==> src/rtl/ysyx_23060208_rd_arbiter.sv <==
// Two-master (IFU, EXU) read-channel arbiter in front of one SRAM AR/R port.
// Optional round-robin tie-break: define YSYX_23060208_ARB_RR_EN (default: EXU wins ties).
module ysyx_23060208_rd_arbiter #(
  parameter int DATA_WIDTH = 32,
  parameter int ADDR_WIDTH = 32
) (
  input  logic                  clk,
  input  logic                  rst,
  input  logic [ADDR_WIDTH-1:0] ifu_araddr,
  input  logic                  ifu_arvalid,
  output logic                  ifu_arready,
  output logic [DATA_WIDTH-1:0] ifu_rdata,
  output logic [1:0]            ifu_rresp,
  output logic                  ifu_rvalid,
  input  logic                  ifu_rready,
  input  logic [ADDR_WIDTH-1:0] exu_araddr,
  input  logic                  exu_arvalid,
  output logic                  exu_arready,
  output logic [DATA_WIDTH-1:0] exu_rdata,
  output logic [1:0]            exu_rresp,
  output logic                  exu_rvalid,
  input  logic                  exu_rready,
  output logic [ADDR_WIDTH-1:0] sram_araddr,
  output logic                  sram_arvalid,
  input  logic                  sram_arready,
  input  logic [DATA_WIDTH-1:0] sram_rdata,
  input  logic [1:0]            sram_rresp,
  input  logic                  sram_rvalid,
  output logic                  sram_rready,
  output logic [1:0]            arb_grant
);

  typedef enum logic [1:0] {
    IDLE = 2'd0,
    ADDR = 2'd1,
    RESP = 2'd2
  } state_t;

  state_t state, state_nxt;
  logic   gnt, gnt_nxt;
  logic   tie_gnt;
  logic   own_arvalid;
  logic   own_rready;
  logic [ADDR_WIDTH-1:0] own_araddr;

`ifdef YSYX_23060208_ARB_RR_EN
  logic last_gnt, last_gnt_nxt;
  assign tie_gnt = ~last_gnt;
`else
  assign tie_gnt = 1'b1;
`endif

  assign own_arvalid = gnt ? exu_arvalid : ifu_arvalid;
  assign own_araddr  = gnt ? exu_araddr  : ifu_araddr;
  assign own_rready  = gnt ? exu_rready  : ifu_rready;

  // Read data and response are broadcast; only rvalid is steered.
  assign ifu_rdata = sram_rdata;
  assign exu_rdata = sram_rdata;
  assign ifu_rresp = sram_rresp;
  assign exu_rresp = sram_rresp;

  always_ff @(posedge clk or posedge rst) begin
    if (rst) begin
      state    <= IDLE;
      gnt      <= 1'b0;
`ifdef YSYX_23060208_ARB_RR_EN
      last_gnt <= 1'b1;
`endif
    end else begin
      state    <= state_nxt;
      gnt      <= gnt_nxt;
`ifdef YSYX_23060208_ARB_RR_EN
      last_gnt <= last_gnt_nxt;
`endif
    end
  end

  always_comb begin
    state_nxt    = state;
    gnt_nxt      = gnt;
`ifdef YSYX_23060208_ARB_RR_EN
    last_gnt_nxt = last_gnt;
`endif
    sram_araddr  = ifu_araddr;
    sram_arvalid = 1'b0;
    sram_rready  = 1'b0;
    ifu_arready  = 1'b0;
    exu_arready  = 1'b0;
    ifu_rvalid   = 1'b0;
    exu_rvalid   = 1'b0;
    arb_grant    = 2'b00;
    case (state)
      IDLE: begin
        // Decision is registered; nothing reaches the SRAM this cycle.
        if (ifu_arvalid && exu_arvalid) begin
          gnt_nxt   = tie_gnt;
          state_nxt = ADDR;
        end else if (exu_arvalid) begin
          gnt_nxt   = 1'b1;
          state_nxt = ADDR;
        end else if (ifu_arvalid) begin
          gnt_nxt   = 1'b0;
          state_nxt = ADDR;
        end
      end
      ADDR: begin
        sram_araddr  = own_araddr;
        sram_arvalid = own_arvalid;
        ifu_arready  = ~gnt & sram_arready;
        exu_arready  = gnt & sram_arready;
        arb_grant    = {gnt, ~gnt};
        // A master withdrawing its request un-locks the grant without issuing.
        if (!own_arvalid) begin
          state_nxt = IDLE;
        end else if (sram_arready) begin
          state_nxt = RESP;
        end
      end
      RESP: begin
        ifu_rvalid  = ~gnt & sram_rvalid;
        exu_rvalid  = gnt & sram_rvalid;
        sram_rready = own_rready;
        arb_grant   = {gnt, ~gnt};
        if (sram_rvalid && own_rready) begin
          state_nxt    = IDLE;
`ifdef YSYX_23060208_ARB_RR_EN
          last_gnt_nxt = gnt;
`endif
        end
      end
      default: state_nxt = IDLE;
    endcase
  end

endmodule
==> config.mk <==
export PLATFORM = sky130hd
export DESIGN_NAME = ysyx_23060208_rd_arbiter
export DESIGN_NICKNAME = d
export VERILOG_FILES = /design/src/rtl/ysyx_23060208_rd_arbiter.sv
export SDC_FILE = /design/constraint.sdc
export NUM_CORES = 1
export LEC_CHECK = 0
export CELL_PAD_IN_SITES_DETAIL_PLACEMENT = 1
export CELL_PAD_IN_SITES_GLOBAL_PLACEMENT = 1
export CORE_UTILIZATION = 12
export CTS_CLUSTER_SIZE = 10
export DETAILED_ROUTE_END_ITERATION = 16
export GPL_TIMING_DRIVEN = 1
export PLACE_DENSITY_LB_ADDON = 0.25
export SYNTH_ARGS = -nofsm -noshare
export SYNTH_HDL_FRONTEND = slang
export SYNTH_SLANG_ARGS = --single-unit
==> constraint.sdc <==
create_clock -name clk -period 1.8 [get_ports clk]
set_clock_uncertainty 0.05 [all_clocks]
set_input_delay 0.18 -clock clk [delete_from_list [all_inputs] [get_ports clk]]
set_output_delay 0.18 -clock clk [all_outputs]
set_load 0.05 [all_outputs]
After elaboration in Yosys (flattened, before gate mapping)
Index checks and enable logic that the tools add are counted.
{"block": "word_totals", "regBits": 3, "word_cells": 40, "output_inout_bits": 108}
{"block": "classes", "n_eq_ne": 5, "reduce_logical": 7, "mux": 21, "bitwise_logic": 5}
{"operator": "$mux 32", "n": 2}
{"operator": "$mux 2", "n": 7}
{"operator": "$mux 1", "n": 11}
{"operator": "$pmux 2 s3", "n": 1}
{"operator": "$and 1x1->1", "n": 4}
{"operator": "$ne 4x4->1 const B", "n": 1}
{"operator": "$ne 3x3->1 const B", "n": 1}
{"operator": "$reduce_and 3->1", "n": 1}
{"operator": "$reduce_bool 3->1", "n": 1}
{"operator": "$eq 2x1->1 const B", "n": 1}
{"operator": "$eq 2x2->1 const B", "n": 1}
{"operator": "$logic_and 1x1->1", "n": 2}
{"operator": "$logic_not 2->1", "n": 1}
{"operator": "$ne 2x2->1 const B", "n": 1}
{"operator": "$reduce_and 2->1", "n": 1}
{"operator": "$reduce_or 2->1", "n": 1}
{"operator": "$not 1->1", "n": 1}

Longest topological paths before layout
{"block": "logic_depth", "ltp_word": 4, "ltp_mapped": 6, "ltp_nobuf": 6}

Worst setup path after synthesis
OpenSTA, ideal clock, no wires.
{"block": "synth_timing", "kind": "flip-flop to output port", "from": "register state[1]", "to": "output port sram_araddr[0]", "n_path_buf": 1, "slack_ns": 0.142, "stages_incl_launch_ff": 6, "arrival_time_ns": 1.428, "path_cell_list": "dfrtp_1 -> inv_1 -> ha_1 -> nand2_1 -> buf_2 -> mux2_2"}
{"block": "synth_via", "elab_chain_len": 2}
{"element": "from (decl)", "line": "39", "text": "state_t state, state_nxt;"}
{"element": "from (signal assigned)", "line": "71", "text": "state <= state_nxt;"}
{"element": "$eq 2x1->1", "line": "93", "text": "case (state)"}
{"element": "$mux 32", "line": "93"}
{"element": "to (decl)", "line": "23", "text": "output logic [ADDR_WIDTH-1:0] sram_araddr,"}
Every way passes these cells.

Final worst setup path
{"block": "layout_timing", "from": "register state[0]", "to": "output port sram_araddr[24]"}
The elaborated chain is that of the path after synthesis.

==> flow_metrics.env <==
export IMPL_detailroute_wirelength_met2_um=2290
export IMPL_design_portCount=214
export IMPL_path_max_fanout=11
export IMPL_detail_route_iter0_violations=4
export IMPL_placedCellCount=309
export IMPL_cts_buffers_inserted=3
export IMPL_fin_nets=303
export IMPL_clk_pin_slew_worst_paths_ns=0.03
export IMPL_worst_skew_pair_late_latency_ns=0.22
export IMPL_antenna_found_initial=0
export IMPL_rsz0062_at_grt="true"
export IMPL_drv_cap=0
export IMPL_synth_warnings=0
export IMPL_wl_met1_um=1430
export IMPL_placementRows=35
export IMPL_postSynthNetCount=245
export IMPL_max_clock_freq_mhz=550
export IMPL_average_footprint_of_a_synthesized_cell_um2=8.57
export IMPL_outcome="complete, but fails checks"
export IMPL_timing_slew_headroom=0.785
export IMPL_root_buffer="clkbuf_8"
export IMPL_critical_path_class="register to output port"
export IMPL_portBuffers=111
export IMPL_grt_first_pass_wirelength_um=5630
export IMPL_fp_coreArea_um2=9330
export IMPL_post_route_worst_setup_slack_ns=-0.0194
export IMPL_drc_violations_left=0
export IMPL_ys_ff_latch=3
export IMPL_worst_setup_path_end_kind="output port"
export IMPL_via_count=1075
export IMPL_routed_via_count_divided_by_cell_count=3.34
export IMPL_cts_htree_levels=1
export IMPL_required_ns=1.57
export IMPL_fill_cells=1057
export IMPL_post_synth_inst_count=136
export IMPL_drt_pre_antenna_iters=2
export IMPL_hold_worst_slack_ns=0.0966
export IMPL_crit_slowest_cell="dfrtp_1"
export IMPL_cts_sinks=3
export IMPL_grt_util_all_layers=0.0732
export IMPL_grt_overflow_total=0
export IMPL_first_global_vias=1058
export IMPL_area_of_the_multi_input_gates_um2=648
export IMPL_mapped_area_um2=1160
export IMPL_drive_above_1_share=0.518
export IMPL_final_period_utilization=1.01
export IMPL_area_growth_synth_to_finish_pct=105
export IMPL_routabilityCongestion=0.685
export IMPL_slowest_delay_ns=0.41
export IMPL_grt_max_degree=12
export IMPL_worst_setup_path_start_kind="register"
export IMPL_met3WireLength_um=485
export IMPL_tns_ns=-0.259
export IMPL_peakVddDrop_mv=0.832
export IMPL_dp_final_hpwl_um=3340
export IMPL_antenna_diode_count=0
export IMPL_finish_cell_count_without_fillers=322
export IMPL_fin_crit_ns=1.82
export IMPL_dieArea_um2=10100
export IMPL_place_worst_setup_slack_ns=0.0538
export IMPL_cts_path_max_buffers=2
export IMPL_area_sequential_um2=76.3
export IMPL_fp_dieW_um=101
export IMPL_detailed_route_wire_length_um=4290
export IMPL_timing_worst_slew_pin_value_ns=0.313
export IMPL_synth_seq_area_share=0.0644
export IMPL_ant_nets=0
export IMPL_top_signal_layer_used="met4"
export IMPL_timing_hold_worst_class="input port to asynchronous set/reset pin"
export IMPL_clock_tree_from_tritoncts="built"
export IMPL_slew_violations=0
export IMPL_cp_cell_sequence="ha_4, nand2_8, buf_12, mux2_2, buf_6"
export IMPL_timing_final_hold_violations=0
export IMPL_detail_route_wl_per_cell_um=13.3
export IMPL_setup_viol=21
export IMPL_violations="negative setup slack"
export IMPL_crit_arrival_ns=1.59
export IMPL_power_density_nw_per_um2=1540
export IMPL_leakage_nw=1.01
export IMPL_fp_dieH_um=101
export IMPL_synth_cell_type_count=19
export IMPL_initial_standard_cell_utilization_of_the_core=0.125
## cells in the mapped netlist, drive strengths merged
cell    count  area, um^2
nand2       5        18.8
nor2b       2        12.5
and3        2        12.5
and2        1        6.26
nor2        3        11.3
and2b       1        7.51
a221oi      1        15.0
mux2i       1        10.0
a21oi       2        10.0
dfrtp       3        75.1
inv         4        15.0
mux2       34         383
buf        72         537
ha          3        37.5
o21ai       1        5.00
a22o        1        8.76
## repair_timing
item / 4_1_cts / 5_1_grt
setup endpoints to repair: 32 / 34
hold buffers: 0 / 0
buffers inserted: 4 / 5
cloned: 2 / 1
gates resized for setup: 44 / 22
## worst paths after layout
| path | startpoint | endpoint | slack (ns) | cells after the start |
|---|---|---|---|---|
| worst max-delay path | state[0] | sram_araddr[24] | -0.02 | 5 |
| worst min-delay path | rst | state[0] | 0.1 | 2 |
| worst max register to register | state[0] | state[0] | 0.07 | 6 |
| worst min register to register | gnt | gnt | 0.60 | 1 |
| max in group asynchronous | rst | gnt | 1.45 | 2 |
| min in group clk | sram_rdata[10] | exu_rdata[10] | 0.31 | 0 |
## cells by family (layout without fill, tap and decap cells)
logic type                 count (synthesis)  count (layout)  synth area share
AOI/OAI and AO/OA                          5               5            0.0333
adders and majority gates                  3               3            0.0322
buffers and inverters                     76             133             0.474
DFF                                        3               3            0.0644
muxes                                     35              35             0.337
and+or+nand+nor                           14              14            0.0591
## cell type report
class,instances,share of cell area
clock buffer,4,0.0189
inverter,4,0.00630
multi-input combinational,57,0.272
sequential,3,0.0320
tap,129,0.0677
timing repair buffer,125,0.603
## sequential cells by signal, indices dropped and copies added, names as in the netlist
name,flops
state,2
gnt,1
## placed cells by master, fill, tap and decap left out, types with 2 or more instances in the layout
master           count
a21oi_1              2
and3_1               2
buf_12              13
buf_4               10
buf_6               22
buf_8                8
clkbuf_8             3
clkdlybuf4s50_1     71
dfrtp_1              2
ha_4                 2
inv_1                3
mux2_2              22
mux2_4              11
nand2_1              4
nor2_1               2
## routing by layer
layer / vias up / track usage
met2: 79 / 0.133
met4: 0 / 0.0334
met3: 13 / 0.0208
li1: 493 / -
met5: - / 0
met1: 490 / 0.0780
## through the flow
stage / power (mW) / instance area [um^2] / utilization
5_1_grt: 3.84 / 2380 / 0.256
2_1_floorplan: 2.21 / 1160 / -
3_3_place_gp: 2.81 / 1980 / 0.212
3_5_place_dp: 2.80 / 1980 / 0.212
6_report: 3.67 / 2380 / 0.256
4_1_cts: 3.55 / 2280 / 0.245
## critical path: cells and delay by family (launching register included)
kind / cells / cell delay, ns
fa+ha+maj: 1 / 0.20
buf+inv: 2 / 0.30
flops: 1 / 0.41
mux: 1 / 0.34
simple gates: 1 / 0.11
## power by group
group | internal (mW) | leakage, nW | total (mW) | switching, mW
Sequential | 0.101 | 0.0356 | 0.155 | 0.0542
Combinational | 1.61 | 0.951 | 3.32 | 1.70
Clock | 0.151 | 0.0228 | 0.199 | 0.0480
No activity file was read; power rests on OpenSTA's default activity.
